==> src/rtl/sprite_ctrl_pkg.sv <==
// Shared constants and types for the sprite RAM write sequencer.
package sprite_ctrl_pkg;
   localparam int ADDR_W     = 9;
   localparam int DATA_W     = 3;
   localparam int RAM_DEPTH  = 512;
   localparam int FIFO_DEPTH = 8;

   typedef enum logic [1:0] {IDLE, DRAIN, FILL} sprite_ctrl_state_t;

   typedef struct packed {
      logic [ADDR_W-1:0] addr;
      logic [DATA_W-1:0] data;
   } sprite_wr_t;
endpackage

==> src/rtl/sprite_ram_ctrl_if.sv <==
// Pixel fetch, buffered write, fill command and RAM port signals of the sprite controller.
interface sprite_ram_ctrl_if;
   import sprite_ctrl_pkg::*;

   logic              blank;
   logic              pix_req;
   logic [ADDR_W-1:0] pix_addr;
   logic              pix_valid;
   logic [DATA_W-1:0] pix_data;
   logic              wr_req;
   logic [ADDR_W-1:0] wr_addr;
   logic [DATA_W-1:0] wr_data;
   logic              wr_ready;
   logic              fill_start;
   logic [DATA_W-1:0] fill_color;
   logic              fill_busy;
   logic              ram_we;
   logic [ADDR_W-1:0] ram_waddr;
   logic [DATA_W-1:0] ram_wdata;
   logic              ram_re;
   logic [ADDR_W-1:0] ram_raddr;
   logic [DATA_W-1:0] ram_rdata;

   modport slave (
      input  blank, pix_req, pix_addr, wr_req, wr_addr, wr_data,
             fill_start, fill_color, ram_rdata,
      output pix_valid, pix_data, wr_ready, fill_busy,
             ram_we, ram_waddr, ram_wdata, ram_re, ram_raddr
   );

   modport master (
      output blank, pix_req, pix_addr, wr_req, wr_addr, wr_data,
             fill_start, fill_color, ram_rdata,
      input  pix_valid, pix_data, wr_ready, fill_busy,
             ram_we, ram_waddr, ram_wdata, ram_re, ram_raddr
   );
endinterface

==> src/rtl/sprite_wr_fifo.sv <==
// Synchronous FIFO holding pending sprite RAM writes until the next blanking window.
module sprite_wr_fifo
   import sprite_ctrl_pkg::*;
#(
   parameter int DEPTH = FIFO_DEPTH
) (
   input  logic                     clock,
   input  logic                     reset,
   input  logic                     push,
   input  logic                     pop,
   input  sprite_wr_t               din,
   output sprite_wr_t               dout,
   output logic                     full,
   output logic                     empty,
   output logic [$clog2(DEPTH):0]   count
);
   localparam int PTR_W = $clog2(DEPTH);

   sprite_wr_t       mem_q [DEPTH];
   logic [PTR_W-1:0] wptr_q, wptr_d;
   logic [PTR_W-1:0] rptr_q, rptr_d;
   logic [PTR_W:0]   count_q, count_d;
   logic             do_push, do_pop;

   // A push offered while full is refused even if a pop frees a slot that cycle.
   always_comb begin
      do_push = push && !full;
      do_pop  = pop && !empty;
      wptr_d  = wptr_q + PTR_W'(do_push);
      rptr_d  = rptr_q + PTR_W'(do_pop);
      count_d = count_q + (PTR_W+1)'(do_push) - (PTR_W+1)'(do_pop);
   end

   always_ff @(posedge clock or posedge reset) begin
      if (reset) begin
         wptr_q  <= '0;
         rptr_q  <= '0;
         count_q <= '0;
      end else begin
         wptr_q  <= wptr_d;
         rptr_q  <= rptr_d;
         count_q <= count_d;
      end
   end

   always_ff @(posedge clock) begin
      if (do_push) mem_q[wptr_q] <= din;
   end

   assign dout  = mem_q[rptr_q];
   assign full  = (count_q == (PTR_W+1)'(DEPTH));
   assign empty = (count_q == '0);
   assign count = count_q;
endmodule

==> src/rtl/sprite_ram_ctrl.sv <==
// Sprite RAM write sequencer: blank-gated FIFO drain, full-RAM colour fill, pass-through pixel reads.
module sprite_ram_ctrl
   import sprite_ctrl_pkg::*;
(
   input  logic            clock,
   input  logic            reset,
   sprite_ram_ctrl_if.slave bus
);
   localparam int CNT_W = $clog2(FIFO_DEPTH) + 1;

   sprite_ctrl_state_t state_q, state_d;
   logic [ADDR_W-1:0]  fill_cnt_q, fill_cnt_d;
   logic [DATA_W-1:0]  fill_color_q, fill_color_d;
   logic               ram_we_q, ram_we_d;
   logic [ADDR_W-1:0]  ram_waddr_q, ram_waddr_d;
   logic [DATA_W-1:0]  ram_wdata_q, ram_wdata_d;
   logic               pix_valid_q, pix_valid_d;

   logic               push, pop, full, empty;
   logic [CNT_W-1:0]   count;
   sprite_wr_t         fifo_din, fifo_dout;

   assign push     = bus.wr_req && !full;
   assign fifo_din = {bus.wr_addr, bus.wr_data};

   sprite_wr_fifo #(.DEPTH(FIFO_DEPTH)) u_fifo (
      .clock (clock),
      .reset (reset),
      .push  (push),
      .pop   (pop),
      .din   (fifo_din),
      .dout  (fifo_dout),
      .full  (full),
      .empty (empty),
      .count (count)
   );

   always_comb begin
      state_d      = state_q;
      fill_cnt_d   = fill_cnt_q;
      fill_color_d = fill_color_q;
      ram_we_d     = 1'b0;
      ram_waddr_d  = ram_waddr_q;
      ram_wdata_d  = ram_wdata_q;
      pix_valid_d  = bus.pix_req;
      pop          = 1'b0;
      unique case (state_q)
         IDLE: begin
            // A fill request wins over pending writes; they commit after the fill.
            if (bus.fill_start) begin
               state_d      = FILL;
               fill_color_d = bus.fill_color;
               fill_cnt_d   = '0;
            end else if (!empty) begin
               state_d = DRAIN;
            end
         end
         DRAIN: begin
            if (empty) begin
               state_d = IDLE;
            end else if (bus.blank) begin
               pop         = 1'b1;
               ram_we_d    = 1'b1;
               ram_waddr_d = fifo_dout.addr;
               ram_wdata_d = fifo_dout.data;
               if (count == CNT_W'(1) && !push) state_d = IDLE;
            end
         end
         FILL: begin
            if (bus.blank) begin
               ram_we_d    = 1'b1;
               ram_waddr_d = fill_cnt_q;
               ram_wdata_d = fill_color_q;
               if (fill_cnt_q == ADDR_W'(RAM_DEPTH - 1)) begin
                  fill_cnt_d = '0;
                  state_d    = (!empty || push) ? DRAIN : IDLE;
               end else begin
                  fill_cnt_d = fill_cnt_q + ADDR_W'(1);
               end
            end
         end
         default: state_d = IDLE;
      endcase
   end

   always_ff @(posedge clock or posedge reset) begin
      if (reset) begin
         state_q      <= IDLE;
         fill_cnt_q   <= '0;
         fill_color_q <= '0;
         ram_we_q     <= 1'b0;
         ram_waddr_q  <= '0;
         ram_wdata_q  <= '0;
         pix_valid_q  <= 1'b0;
      end else begin
         state_q      <= state_d;
         fill_cnt_q   <= fill_cnt_d;
         fill_color_q <= fill_color_d;
         ram_we_q     <= ram_we_d;
         ram_waddr_q  <= ram_waddr_d;
         ram_wdata_q  <= ram_wdata_d;
         pix_valid_q  <= pix_valid_d;
      end
   end

   assign bus.ram_re    = bus.pix_req;
   assign bus.ram_raddr = bus.pix_addr;
   assign bus.pix_data  = bus.ram_rdata;
   assign bus.pix_valid = pix_valid_q;
   assign bus.wr_ready  = !full;
   assign bus.fill_busy = (state_q == FILL);
   assign bus.ram_we    = ram_we_q;
   assign bus.ram_waddr = ram_waddr_q;
   assign bus.ram_wdata = ram_wdata_q;
endmodule
==> src/flat_wrapper.sv <==
// flat-port wrapper written by rule: the top's interface ports become plain ports
module sprite_ram_ctrl_flat import sprite_ctrl_pkg::*;
  (clock, reset, bus_blank, bus_pix_req, bus_pix_addr, bus_wr_req, bus_wr_addr, bus_wr_data, bus_fill_start, bus_fill_color, bus_ram_rdata, bus_pix_valid, bus_pix_data, bus_wr_ready, bus_fill_busy, bus_ram_we, bus_ram_waddr, bus_ram_wdata, bus_ram_re, bus_ram_raddr);
  sprite_ram_ctrl_if bus_i ();
  input  logic clock;
  input  logic reset;
  input wire logic [$bits(bus_i.blank)-1:0] bus_blank;
  input wire logic [$bits(bus_i.pix_req)-1:0] bus_pix_req;
  input wire logic [$bits(bus_i.pix_addr)-1:0] bus_pix_addr;
  input wire logic [$bits(bus_i.wr_req)-1:0] bus_wr_req;
  input wire logic [$bits(bus_i.wr_addr)-1:0] bus_wr_addr;
  input wire logic [$bits(bus_i.wr_data)-1:0] bus_wr_data;
  input wire logic [$bits(bus_i.fill_start)-1:0] bus_fill_start;
  input wire logic [$bits(bus_i.fill_color)-1:0] bus_fill_color;
  input wire logic [$bits(bus_i.ram_rdata)-1:0] bus_ram_rdata;
  output wire logic [$bits(bus_i.pix_valid)-1:0] bus_pix_valid;
  output wire logic [$bits(bus_i.pix_data)-1:0] bus_pix_data;
  output wire logic [$bits(bus_i.wr_ready)-1:0] bus_wr_ready;
  output wire logic [$bits(bus_i.fill_busy)-1:0] bus_fill_busy;
  output wire logic [$bits(bus_i.ram_we)-1:0] bus_ram_we;
  output wire logic [$bits(bus_i.ram_waddr)-1:0] bus_ram_waddr;
  output wire logic [$bits(bus_i.ram_wdata)-1:0] bus_ram_wdata;
  output wire logic [$bits(bus_i.ram_re)-1:0] bus_ram_re;
  output wire logic [$bits(bus_i.ram_raddr)-1:0] bus_ram_raddr;
  assign bus_i.blank = bus_blank;
  assign bus_i.pix_req = bus_pix_req;
  assign bus_i.pix_addr = bus_pix_addr;
  assign bus_i.wr_req = bus_wr_req;
  assign bus_i.wr_addr = bus_wr_addr;
  assign bus_i.wr_data = bus_wr_data;
  assign bus_i.fill_start = bus_fill_start;
  assign bus_i.fill_color = bus_fill_color;
  assign bus_i.ram_rdata = bus_ram_rdata;
  assign bus_pix_valid = bus_i.pix_valid;
  assign bus_pix_data = bus_i.pix_data;
  assign bus_wr_ready = bus_i.wr_ready;
  assign bus_fill_busy = bus_i.fill_busy;
  assign bus_ram_we = bus_i.ram_we;
  assign bus_ram_waddr = bus_i.ram_waddr;
  assign bus_ram_wdata = bus_i.ram_wdata;
  assign bus_ram_re = bus_i.ram_re;
  assign bus_ram_raddr = bus_i.ram_raddr;
  sprite_ram_ctrl u_core (.clock(clock), .reset(reset), .bus(bus_i));
endmodule
==> config.mk <==
export PLATFORM = sky130hd
export DESIGN_NAME = sprite_ram_ctrl_flat
export DESIGN_NICKNAME = d
export VERILOG_FILES = /design/src/rtl/sprite_ctrl_pkg.sv /design/src/rtl/sprite_ram_ctrl_if.sv /design/src/rtl/sprite_wr_fifo.sv /design/src/rtl/sprite_ram_ctrl.sv /design/src/flat_wrapper.sv
export SDC_FILE = /design/constraint.sdc
export NUM_CORES = 1
export LEC_CHECK = 0
export BUFFER_PORTS_ARGS = -buffer_cell sky130_fd_sc_hd__buf_2
export CAP_MARGIN = 25
export CORE_MARGIN = 1
export CORE_UTILIZATION = 55
export CTS_CLUSTER_SIZE = 20
export DETAILED_ROUTE_END_ITERATION = 12
export PLACE_DENSITY_LB_ADDON = 0.1
export SLEW_MARGIN = 5
export SYNTH_ARGS = -nofsm -noshare
export SYNTH_HDL_FRONTEND = slang
export SYNTH_SLANG_ARGS = --single-unit
==> constraint.sdc <==
create_clock -name clock -period 6.4 [get_ports clock]
set_input_delay 0.64 -clock clock [delete_from_list [all_inputs] [get_ports clock]]
set_output_delay 0.64 -clock clock [all_outputs]
set_load 0.05 [all_outputs]
### After elaboration in Yosys (flattened, before gate mapping)

Memory sizes are Yosys's and may differ from the RTL's.
Cells that the tools add are included.

| storage, ports and cells | value |
|---|---|
| output and inout port bits | 29 |
| logic and storage cells | 72 |
| flip-flop bits (word level) | 38 |
| bits in writable memories | 96 |
| memories kept | 1 |
| input bits | 33 |

Memories:

| name | depth | width | rd ports | clocked after memory_dff | wr ports | line | source |
|---|---|---|---|---|---|---|---|
| u_core.u_fifo.mem_q | 8 | 12 | 1 | 0 | 1 | sprite_wr_fifo.sv:19 | `sprite_wr_t mem_q [DEPTH];` |

| cells by class | value |
|---|---|
| reduce and logical (&&, ||, !) cells | 16 |
| $add $sub $neg | 5 |
| muxes and demuxes | 27 |
| equality and inequality tests | 13 |

Operators with widths:

| operator | number |
|---|---|
| $mux 9 | 6 |
| $pmux 9 s2 | 2 |
| $mux 2 | 7 |
| $add 9x1->9 const B | 1 |
| $eq 9x9->1 const B | 1 |
| $mux 3 | 3 |
| $ne 2x2->1 const B | 4 |
| $add 3x1->3 | 2 |
| $mux 1 | 6 |
| $pmux 2 s3 | 1 |
| $pmux 3 s2 | 1 |
| $reduce_and 5->1 | 1 |
| $add 4x1->4 | 1 |
| $eq 4x1->1 const B | 1 |
| $eq 4x4->1 const B | 1 |
| $logic_and 1x1->1 | 4 |
| $logic_not 4->1 | 1 |
| $reduce_and 4->1 | 1 |
| $reduce_bool 2->1 | 2 |
| $sub 4x1->4 | 1 |
| $logic_not 1->1 | 3 |
| $ne 3x1->1 const B | 1 |
| $ne 3x2->1 const B | 1 |
| $ne 3x3->1 const B | 1 |
| other kinds (8) | 8 |

### Logic depth before layout (Yosys ltp)

| logic depth | value |
|---|---|
| depth after elaboration | 9 |
| depth in mapped cells | 10 |
| gate-level depth less buffers | 10 |

### By module

Synthesis repeated with hierarchy kept, for this count alone.

| second synthesis, totals | value |
|---|---|
| cell total of the unflattened synthesis | 343 |
| area, all modules | 5801.8 um^2 |

Modules (own cells, without submodules):

| module | cells an instance | sequential area each (um^2) | area each (um^2) | instances |
|---|---|---|---|---|
| sprite_wr_fifo | 191 | 3133.0 | 4252.8 | 1 |
| sprite_ram_ctrl | 152 | 700.7 | 1549.0 | 1 |

### Least setup slack after synthesis

OpenSTA, ideal clock, no wires.

| timing path | value |
|---|---|
| kind | reg2reg |
| start | reg u_core.u_fifo.count_q[2], in the netlist u_core.u_fifo.count[2] |
| end | mem u_core.u_fifo.mem_q[0][0] in the netlist's numbering (enable) |
| data required time | 5988 ps |
| data arrival time | 2328 ps |
| clock period less this slack | 2741 ps |
| stages on the path, launching flop included | 6 |
| buffers on the path | 0 |
| setup time | 412 ps |
| setup slack | 3659 ps |
| cell sequence | dfrtp_1 > inv_1 > ha_1 > or3b_2 > nand2_1 > nor4_1 |

| on the way | value |
|---|---|
| cells in the longest elaborated chain, start to end | 6 |

Ends and longest elaborated chain:

| item | line | source |
|---|---|---|
| start, declared | sprite_wr_fifo.sv:22 | `logic [PTR_W:0] count_q, count_d;` |
| start signal, assigned | sprite_wr_fifo.sv:42 | `count_q <= count_d;` |
| $eq 4x4->1 (*) | sprite_wr_fifo.sv:51 | `assign full = (count_q == (PTR_W+1)'(DEPTH));` |
| $logic_not 1->1 (*) | n/a |  |
| via bus_wr_ready | flat_wrapper.sv:18 | `output wire logic [$bits(bus_i.wr_ready)-1:0] bus_wr_ready;` |
| $logic_and 1x1->1 | sprite_ram_ctrl.sv:23 | `assign push = bus.wr_req && !full;` |
| $logic_and 1x1->1 (*) | sprite_wr_fifo.sv:27 | `do_push = push && !full;` |
| $mux 1 (*) | sprite_wr_fifo.sv:47 | `if (do_push) mem_q[wptr_q] <= din;` |
| $mux 1 (implied by the code) (*) | sprite_wr_fifo.sv:47 |  |
| end, declared | sprite_wr_fifo.sv:19 |  |

Mark *: on every way through the listed nets, which the timed path passes. The rest lies on a longest branch.

### Final worst setup path

| timing path | value |
|---|---|
| start | reg u_core.state_q[0] |
| end | out bus_fill_busy |

| on the way | value |
|---|---|
| cells in the longest elaborated chain, start to end | 1 |

Ends and longest elaborated chain:

| item | line | source |
|---|---|---|
| start, declared | sprite_ram_ctrl.sv:11 | `sprite_ctrl_state_t state_q, state_d;` |
| start signal, assigned | sprite_ram_ctrl.sv:96 | `state_q <= state_d;` |
| $eq 2x2->1 | sprite_ram_ctrl.sv:111 | `assign bus.fill_busy = (state_q == FILL);` |
| end, declared | flat_wrapper.sv:19 | `output wire logic [$bits(bus_i.fill_busy)-1:0] bus_fill_busy;` |

No other way between the ends.

==> impl_metrics.tcl <==
set metrics [dict create \
    outcome "finished, final reports clean" \
    wl_um 9896 \
    insertedDiodeCount 0 \
    synth_compound_area_frac 0.04006 \
    die_area_mm2 0.01086 \
    crit_type "register to output pin" \
    cts_root_buf "clkbuf_8" \
    cp.required_ps 5760 \
    p_seq_frac 0.384 \
    synthCells 345 \
    slew_viol_final 0 \
    avgSynthCellArea_um2 16.66 \
    multiInputGateArea_mm2 0.001718 \
    netlist_area_mm2 0.005747 \
    yosys.area_share.simple 0.04899 \
    synthTopCellsByArea "edfxtp_1, dfrtp_1, mux4_1" \
    ys.flop_type "edfxtp_1" \
    pwr-share-clk 0.312 \
    cp_max_fo 15 \
    p_int_w 0.002171 \
    io_buffers 37 \
    drv_cap 0 \
    synth_mux_area_frac 0.1631 \
    synth-edff-count 96 \
    core.rowCount 36 \
    placed_area_mm2 0.006020 \
    vdd_drop_max_uv 312.7 \
    track_usage 0.2024 \
    insertion_delay_ps 510 \
    grt-ovfl-total 0 \
    setup_viol 0 \
    holdBufCountCts 0 \
    syn-num-nets 394 \
    finalWeightedCongestion 0.8404 \
    startpoint_type "register" \
    hold_viol_final 0 \
    core_mm2 0.009955 \
    h-tree-depth 4 \
    grt_setup_unrepaired "no" \
    design_area_mm2 0.006664 \
    hold_class "input port to async pin" \
    r2r-start "u_core.u_fifo.count[2]$_DFF_PP0_" \
    reg2regPathDepth 10 \
    clk_pin_slew_ps 60 \
    grt_max_degree 39 \
    seqCellArea_mm2 0.003834 \
    post-route-drc-count 0 \
    grt_antenna_before_repair 0 \
    ys_warn_count 0 \
    avgViaCountPerCell 5.617 \
    swShare 0.3236 \
    skew_ps 7.821 \
    power.total_w 0.003209 \
    worst_slew_pin_slew_ps 747.3 \
    nets 435 \
    powerDensity_mw_per_mm2 481.6 \
    wl_per_cell_um 18.60 \
    drive_above_1_share 0.2556 \
    area_growth_pct 15.96 \
    ys_seq_area_frac 0.6671 \
    clk_path_buf_depth 2 \
    drt_iter0_markers 197 \
    initial_core_util 0.5773 \
    dp_hpwl_um 5966 \
    cts_sinks 134 \
    synthXorXnorAreaFrac 0.006096 \
    netlist-cell-type-count 37 \
    yosysTopAreaCell "edfxtp_1" \
    pwr-share-comb 0.304 \
    p_switching_w 0.001039 \
    netlist.area_leader.share 0.5016 \
    synthAdderAreaFrac 0.03614 \
    fillers 675 \
    ios 62 \
    clock.fmax_mhz 400.9 \
    ys_ff_latch 134 \
    r2r_slack_ps 3930 \
    grt_pass1_wl_um 16100 \
    fin_tns_setup_ps 0 \
    dr.pass1.iters 4 \
    worstPathArrival_ps 1850 \
    fp.dieH_um 104.2 \
    die-width_um 104.2 \
    cts_resized 0 \
    cts_setup_buffers 0 \
    cts_inserted_buffers 17 \
    cts_tree "built" \
    leakage_nw 2.591 \
    relSlewSlack 0.4996 \
    crit_start "u_core.state_q[0]$_DFFE_PP0P_" \
    first_global_vias 3060 \
    drtAntennaViolNets 0 \
    synthArstFlopShare 0.2836 \
    layout_min_cycle_time_ps 2494 \
    vias 2988 \
    synth_top_family_by_area "multiplexers" \
    end_kind "output pin" \
    r2r_end "u_core.u_fifo.count[3]$_DFF_PP0_" \
    period_share 0.3897 \
]
-- how the worst max path moves through the flow --
stage | to | slack, ps
2_1_floorplan | u_core.u_fifo.mem_q[0][0]$_DFFE_PP_ | 3660
3_3_place_gp | u_core.fill_cnt_q[7]$_DFFE_PP0P_ | 3780
3_5_place_dp | u_core.fill_cnt_q[7]$_DFFE_PP0P_ | 3610
4_1_cts | bus_fill_busy | 3500
5_1_grt | u_core.u_fifo.count[3]$_DFF_PP0_ | 3730
6_report | bus_fill_busy | 3910
-- cell families after synthesis --
logic type               Yosys count
AO/OA/AOI/OAI                     40
XOR/XNOR                           4
adder cells (fa/ha/maj)           16
buffers and inverters             38
flip-flops                       134
multiplexers                      53
AND/OR/NAND/NOR                   60
-- final cells by class --
cell class	instances	area share
clock buffer	19	0.06327
clock inverter	13	0.02948
inverter	11	0.006196
multi-input combinational	173	0.2578
sequential	134	0.5753
tap	133	0.02497
timing repair buffer	49	0.04300
-- synthesized netlist by cell type, types with 2 or more instances --
| master | n |
|---|---|
| mux2_2 | 16 |
| inv_1 | 11 |
| buf_6 | 3 |
| buf_2 | 3 |
| nand2_1 | 26 |
| o21ai_0 | 12 |
| a31oi_1 | 2 |
| buf_1 | 2 |
| mux2i_1 | 13 |
| nand3_1 | 2 |
| mux4_1 | 23 |
| clkbuf_1 | 5 |
| nand2b_1 | 9 |
| o31ai_1 | 4 |
| a21oi_1 | 4 |
| a21o_1 | 2 |
| dfrtp_1 | 38 |
| ha_1 | 15 |
| nor2_1 | 10 |
| and3_1 | 3 |
| edfxtp_1 | 96 |
| xor2_1 | 4 |
| nor3_1 | 4 |
| buf_4 | 14 |
| o21ai_1 | 12 |
-- state kept, by name (all words and copies together), names as in the netlist --
register and cells:
u_core.u_fifo.mem_q 96, u_core.u_fifo.wptr_q 3, u_core.bus.pix_valid 1, u_core.bus.ram_waddr 9
u_core.fill_cnt_q 9, u_core.bus.ram_we 1, u_core.bus.ram_wdata 3, u_core.u_fifo.rptr_q 3
u_core.fill_color_q 3, u_core.state_q 2, u_core.u_fifo.count 4
-- cells in the final DEF (no fill, tap or decap), types with 9 or more instances in the layout --
master     Yosys  routed
nor2_1        10      10
mux2i_1       13      13
mux4_1        23      23
clkbuf_16      0      16
nand2b_1       9       9
dfrtp_1       38      38
buf_4         14      10
nand2_1       26      26
o21ai_1       12      12
inv_1         11      11
buf_2          3      37
edfxtp_1      96      96
o21ai_0       12      12
ha_1          15      15
mux2_2        16      16
-- power groups by stage --
stage / Clock (W) / Combinational [W] / Sequential (W)
3_5_place_dp: 0 / 0.000953 / 0.00127
2_1_floorplan: 0 / 0.000670 / 0.00133
4_1_cts: 0.00102 / 0.000961 / 0.00125
6_report: 0.00100 / 0.000977 / 0.00123
5_1_grt: 0.00106 / 0.00107 / 0.00125
3_3_place_gp: 0 / 0.000941 / 0.00126
-- stage by stage --
step / setup WS, ps / hold slack (ps) / utilization / instances
after floorplan: 3659 / 468.9 / - / 345
after global placement: 3778 / 461.3 / 0.6047 / 498
after detailed placement: 3608 / 469.8 / 0.6047 / 498
after CTS: 3497 / 225.8 / 0.6668 / 530
after global routing: 3732 / 230.2 / 0.6694 / 532
final: 3906 / 242.5 / 0.6694 / 532
-- worst max-delay path: stages, from the launching register on --
cell and delay, ps:
dfrtp_1 390, inv_1 90, ha_1 330, buf_6 250, buf_2 290
-- layer usage --
layer / vias up / part of all wire / track usage
li1: 1405 / - / -
met1: 1497 / 0.46 / 0.2596
met2: 70 / 0.50 / 0.3343
met3: 16 / 0.032 / 0.05827
met4: 0 / 0.012 / 0.06531
met5: - / 0 / 0
Note: power is estimated with default switching activity, not from simulation.
